[src/rtl/async_fifo_wr_ctrl.sv]
// Write-side controller of a dual-clock FIFO: accepts a valid/ready stream, drives the RAM write port,
// publishes a Gray write pointer and derives full/almost_full/fill/overflow from the synced read pointer.
module async_fifo_wr_ctrl #(
    parameter int DATA_WIDTH = 8,
    parameter int ADDR_WIDTH = 4,
    parameter int AF_THRESH  = 12
) (
    input  logic                  clk_w,
    input  logic                  reset,
    input  logic                  in_valid,
    input  logic [DATA_WIDTH-1:0] in_data,
    output logic                  in_ready,
    input  logic [ADDR_WIDTH:0]   rd_ptr_gray,
    output logic                  en_w,
    output logic [ADDR_WIDTH-1:0] write_addr,
    output logic [DATA_WIDTH-1:0] data,
    output logic [ADDR_WIDTH:0]   wr_ptr_gray,
    output logic                  full,
    output logic                  almost_full,
    output logic [ADDR_WIDTH:0]   wr_count,
    output logic                  overflow
);

    localparam int PW = ADDR_WIDTH + 1;
    localparam logic [PW-1:0] AF_LEVEL = PW'(AF_THRESH);

    logic [PW-1:0] r_wrBin;
    logic [PW-1:0] r_wrGray;
    logic [PW-1:0] r_rq1;
    logic [PW-1:0] r_rq2;
    logic          r_full;
    logic          r_almostFull;
    logic [PW-1:0] r_wrCount;
    logic          r_overflow;

    logic          w_accept;
    logic [PW-1:0] w_wrBinNext;
    logic [PW-1:0] w_wrGrayNext;
    logic [PW-1:0] w_rdBin;
    logic [PW-1:0] w_fill;
    logic [PW-1:0] w_fullPattern;

    assign in_ready     = reset & ~r_full;
    assign w_accept     = in_valid & in_ready;
    assign en_w         = w_accept;
    assign write_addr   = r_wrBin[ADDR_WIDTH-1:0];
    assign data         = in_data;

    assign w_wrBinNext  = r_wrBin + {{(PW-1){1'b0}}, w_accept};
    assign w_wrGrayNext = w_wrBinNext ^ (w_wrBinNext >> 1);

    // Each binary bit of the read pointer is the XOR of all Gray bits at or above it.
    always_comb begin
        w_rdBin = '0;
        for (int i = 0; i < PW; i++) begin
            w_rdBin[i] = ^(r_rq2 >> i);
        end
    end

    assign w_fill        = w_wrBinNext - w_rdBin;
    // Full when the write pointer is exactly one lap ahead: top two Gray bits inverted, rest equal.
    assign w_fullPattern = {~r_rq2[PW-1:PW-2], r_rq2[PW-3:0]};

    always_ff @(posedge clk_w) begin
        if (!reset) begin
            r_wrBin      <= '0;
            r_wrGray     <= '0;
            r_rq1        <= '0;
            r_rq2        <= '0;
            r_full       <= 1'b0;
            r_almostFull <= 1'b0;
            r_wrCount    <= '0;
            r_overflow   <= 1'b0;
        end else begin
            r_wrBin      <= w_wrBinNext;
            r_wrGray     <= w_wrGrayNext;
            r_rq1        <= rd_ptr_gray;
            r_rq2        <= r_rq1;
            r_full       <= (w_wrGrayNext == w_fullPattern);
            r_almostFull <= (w_fill >= AF_LEVEL);
            r_wrCount    <= w_fill;
            if (in_valid && r_full) begin
                r_overflow <= 1'b1;
            end
        end
    end

    assign wr_ptr_gray = r_wrGray;
    assign full        = r_full;
    assign almost_full = r_almostFull;
    assign wr_count    = r_wrCount;
    assign overflow    = r_overflow;

endmodule

[config.mk]
export PLATFORM = sky130hd
export DESIGN_NAME = async_fifo_wr_ctrl
export DESIGN_NICKNAME = d
export VERILOG_FILES = /design/src/rtl/async_fifo_wr_ctrl.sv
export SDC_FILE = /design/constraint.sdc
export NUM_CORES = 1
export LEC_CHECK = 0
export ABC_AREA = 1
export BUFFER_PORTS_ARGS = -buffer_cell sky130_fd_sc_hd__buf_2
export CAP_MARGIN = 20
export CORE_AREA = 4 4 67 69
export DETAILED_ROUTE_END_ITERATION = 7
export DIE_AREA = 0 0 71 73
export SLEW_MARGIN = 20
export SYNTH_ARGS = -nofsm -noshare
export SYNTH_HDL_FRONTEND = slang
export SYNTH_SLANG_ARGS = --single-unit
export TNS_END_PERCENT = 10
[constraint.sdc]
create_clock -name clk_w -period 5 [get_ports clk_w]
set_input_delay 0.5 -clock clk_w [delete_from_list [all_inputs] [get_ports clk_w]]
set_output_delay 0.5 -clock clk_w [all_outputs]
set_load 0.1 [all_outputs]
* After elaboration in Yosys (flattened, before gate mapping) *
Cells that the tools add are included.

cells by class
  $add $sub $neg = 2
  reduce and logical (&&, ||, !) cells = 6
  bitwise operators = 5
  order comparisons = 1
  eq/ne operators = 1

operator list
  cell                                                                   number
  5-bit parity                                                           5
  5-bit by 1-bit adder with 5-bit output                                 1
  5-bit == test                                                          1
  5-bit by 4-bit >= comparator with 1-bit output, second input constant  1
  5-bit subtractor                                                       1
  5-bit by 4-bit bitwise XOR with 5-bit output                           1
  1-bit AND                                                              2
  2-bit inverter                                                         1
  1-bit logical AND                                                      1
  1-bit inverter                                                         1

storage, ports and cells
  input bits = 16
  register bits after elaboration = 28
  output and inout port bits = 27
  logic and storage cells = 23

* Longest topological paths before layout *
  word-level depth = 6
  gate-level depth with buffers = 17
  gate-level depth less buffers = 17

* Worst setup path before layout *
Ideal clock, no wire load.

  path kind = reg-to-reg
  from = register r_full, in the netlist full
  to = register r_almostFull, in the netlist almost_full
  library setup time = 0.112 ns
  required time = 4.888 ns
  path slack = 0.070 ns
  data arrival time = 4.817 ns
  buffers on the path = 0
  cell stages (with the launch flop) = 15
  clock period less this slack = 4.930 ns
  path through = dfxtp_1 > nor3b_1 > ha_1 > ha_1 > nand2_1 > nand2_1 > inv_2 > ha_1 > inv_1 > nor2_1 > nand3_2 > nand3_1 > nand2_1 > nand2_1 > nand2_1

between the ends
  longest elaborated chain between the ends = 6

ends and longest elaborated chain
  item                                            RTL line  text
  start: declaration                              31        logic r_full;
  start signal: assignment                        79        r_full <= (w_wrGrayNext == w_fullPattern);
  1-bit inverter                                  43        assign in_ready = reset & ~r_full;
  1-bit AND                                       43
  1-bit AND                                       44        assign w_accept = in_valid & in_ready;
  net en_w                                        14        output logic en_w,
  5-bit by 1-bit adder with 5-bit output          49        assign w_wrBinNext = r_wrBin + {{(PW-1){1'b0}}, w_accept};
  net w_wrBinNext[2]                              37        logic [PW-1:0] w_wrBinNext;
  5-bit subtractor                                60        assign w_fill = w_wrBinNext - w_rdBin;
  5-bit by 4-bit >= comparator with 1-bit output  80        r_almostFull <= (w_fill >= AF_LEVEL);
  end signal: assignment                          80
  end: declaration                                32        logic r_almostFull;

The timed path passes the listed nets, and every way through them passes these cells.
A chain may end at the register's enable or synchronous reset.

* Worst setup path in the final report *
  from = input reset
  to = register r_almostFull, in the netlist almost_full

between the ends
  longest elaborated chain between the ends = 5

ends and longest elaborated chain
  item                                            RTL line  text
  start: declaration                              9         input logic reset,
  1-bit AND                                       43
  1-bit AND                                       44
  5-bit by 1-bit adder with 5-bit output          49
  net w_wrBinNext[2]                              37
  5-bit subtractor                                60
  5-bit by 4-bit >= comparator with 1-bit output  80

The timed path passes the listed nets, and every way through them passes these cells.

==> flow_summary.toml <==
[die]
rows = 23
number_of_top_level_pins = 43
fp.dieArea_sq_um = 5180
die_h_microns = 73
die_span_x_microns = 71
initial_utilization_pct = 33.5
core_area_sq_um = 3910

[sta]
hold_viol_final = 0
setup_violations = 0
period_minus_slack_ns = 2.85
rsz0062_at_grt = "false"
max_slew_margin_pct = 65.1
max_freq_ghz = 0.350
post-route-period-util_pct = 57.1
totalNegativeSetupSlack_ns = 0
final_report_max_slew_violation_count = 0
timing.clock.skew_ns = 0.00349
worst_pin_slew_ns = 0.524

[critical_path]
timing.rr.end = "almost_full"
timing.critical_path.from_type = "input pin"
reg2reg_from = "full"
worst-r2r-cell-count = 14
criticalPathCategory = "input pin to register"
rrSetupSlack_ns = 2.64
cp-end-kind = "register"
cp.arrival_ns = 3.03
timing.critical_path.required_ns = 5.18
critPathMaxFanout = 15

[route]
wire_per_inst_microns = 8.91
firstDrtPassIters = 4
detailedRoute.firstIterationViolations = 28
route.final.wire_length_microns = 2150
final_routed_drc_violation_total = 0
viasPerCell = 4.09
routed-via-count = 985
ant_nets = 0

[global_routing]
antenna_violations_before_repair = 0
vias_in_the_first_global_route = 856
global_route_wire_length_before_repair_microns = 3650
pin_count_of_the_biggest_net_entering_global_routing = 17
grt.total_usage_pct = 9.06
grt.overflow.total = 0

[power]
p_leak_uw = 0.000836
clock_power_share_pct = 23.2
cellInternalPower_uw = 325
power.density_cell_area_nw_per_um2 = 366
netSwitchingFraction_pct = 40.2
vdd_drop_max_mv = 0.169
power.switching_uw = 218
power_frac_seq_pct = 43.4
comb_power_share_pct = 33.3

[cells_and_area]
non_filler_cells_final = 241
sequential_cell_area_sq_um = 541
antennaDiodeCount = 0
fillers = 434
area_delta_synth_final_pct = 13.3
layout-drive-gt1-share_pct = 24.1
multi_input_area_sq_um = 571
final_nets = 214

[clock_tree]
insertion_delay_ns = 0.28
holdBufCountCts = 0
cts.clk_slew.worst_paths_ns = 0.09
cts_post_setup_buffers_inserted = 0
cts_tree = "built"
ctsResizeCount = 0
numCtsBuffers = 3
cts-htree-levels = 1
clkSinkCount = 27
clockRootBuffer = "clkbuf_8"
ctsLongestPathBuffers = 2

[synth]
synth_cells = 171
avgSynthCellArea_sq_um = 7.66
synth_warnings = 0
synth.cell_area_sq_um = 1310
synth_cell_types = 21
synthesized_flop_and_latch_total = 27
synthesis.nets = 193
seq_area_frac_synth_pct = 41.3

[job]
cap_violations = 0

[placement]
detailedPlacementHpwl_microns = 1710
gp_congestion = 0.788
numPortBuffers = 26
dp_cells = 237

[worst_hold_path]
worstHoldStart = "rd_ptr_gray[1]"
min_path_cells = 3
hold_path_class = "input pin to register"
holdPathEnd = "r_rq1[1]"

[outcome]
run_status = "finished, final reports clean"
## power groups by stage
stage	Sequential [uW]	Combinational [uW]	Clock, uW
floorplan	331	95.8	0
global placement	241	182	0
detailed placement	241	182	0
CTS	236	183	131
global route	238	195	138
finish	236	181	126
## synthesized netlist by cell type, drive strengths merged
library cell,count,share of area [%]
a21oi,6,3.2
buf,8,4.6
clkbuf,2,0.57
dfxtp,27,41
ha,6,5.7
inv,35,10
nand2,51,16
nand3,10,5.9
nand4,3,1.4
nor2,12,3.4
nor3b,1,0.57
o21ai,1,0.38
xnor2,2,1.3
xor2,7,5.3
## per-stage QoR
step | hold slack (ns) | util, % | total power, uW | setup slack, ns | area, sq um
global route | 0.388 | 37.9 | 571 | 1.78 | 1480
detailed placement | 0.396 | 36.7 | 424 | 1.82 | 1440
CTS | 0.390 | 37.9 | 550 | 2.12 | 1480
global placement | 0.393 | 36.7 | 423 | 2.01 | 1440
floorplan | 0.390 | - | 427 | 0.0703 | 1310
finish | 0.398 | 37.9 | 543 | 2.15 | 1480
## sequential cells by signal, summed over array words and instances, names as in the netlist
signal and flops:
almost_full 1, r_rq2 5, r_rq1 5, wr_ptr_gray 4, r_wrBin 5, overflow 1
wr_count 5, full 1
## cell families after synthesis
logic type                 synth area share, %
AOI/OAI and AO/OA                         3.53
and+or+nand+nor                           27.7
adders and majority gates                 5.73
buffers and inverters                     15.2
xor gates and xnor gates                  6.59
DFF                                       41.3
## critical path, cell delays in order
cell	delay, ns
buf_2	0.24
inv_1	0.30
nor3b_1	0.37
ha_1	0.25
ha_1	0.21
nand2_1	0.07
nand2_1	0.13
inv_2	0.06
ha_1	0.34
inv_1	0.08
nor2_1	0.11
nand3_2	0.09
nand3_1	0.11
nand2_1	0.06
nand2_1	0.05
nand2_1	0.04
## worst max-delay path by stage
| stage | startpoint | to | slack [ns] |
|---|---|---|---|
| floorplan | full | almost_full | 0.07 |
| global placement | reset | almost_full | 2.01 |
| detailed placement | reset | almost_full | 1.82 |
| CTS | reset | almost_full | 2.12 |
| global route | reset | almost_full | 1.78 |
| finish | reset | almost_full | 2.15 |
## final cells by class
| type | count | area share (%) |
|---|---|---|
| repair buffers | 26 | 8.77 |
| inverters | 35 | 8.85 |
| flip-flops and latches | 27 | 36.4 |
| well taps | 50 | 4.22 |
| clock inverters | 1 | 0.506 |
| multi-input cells | 99 | 38.4 |
| clock buffers | 3 | 2.78 |
## metal layers
layer  track usage [%]  vias to the layer above  routed length (microns)
met2              14.1                       21                      904
met4              3.34                        0                       29
met3              3.86                        5                      180
met1              11.2                      420                     1030
met5                 0                        -                        0
li1                  -                      539                        -
## cell usage in the layout, fill, tap and decap left out
| cell | instances |
|---|---|
| nand2_1 | 44 |
| inv_1 | 32 |
| dfxtp_1 | 27 |
| buf_2 | 26 |
| nor2_1 | 12 |
| nand2_2 | 6 |
| xor2_1 | 6 |
| nand3_1 | 6 |
| ha_1 | 6 |
| a21oi_1 | 5 |
| inv_2 | 3 |
| nand3_2 | 3 |
| nand4_1 | 3 |
| clkbuf_8 | 3 |
| xnor2_1 | 2 |
| nor3b_1 | 1 |
| xor2_2 | 1 |
| nand3_4 | 1 |
| nand2_4 | 1 |
| a21oi_4 | 1 |
| o21ai_1 | 1 |
| clkinvlp_4 | 1 |
No activity file was read; power rests on OpenSTA's default activity.
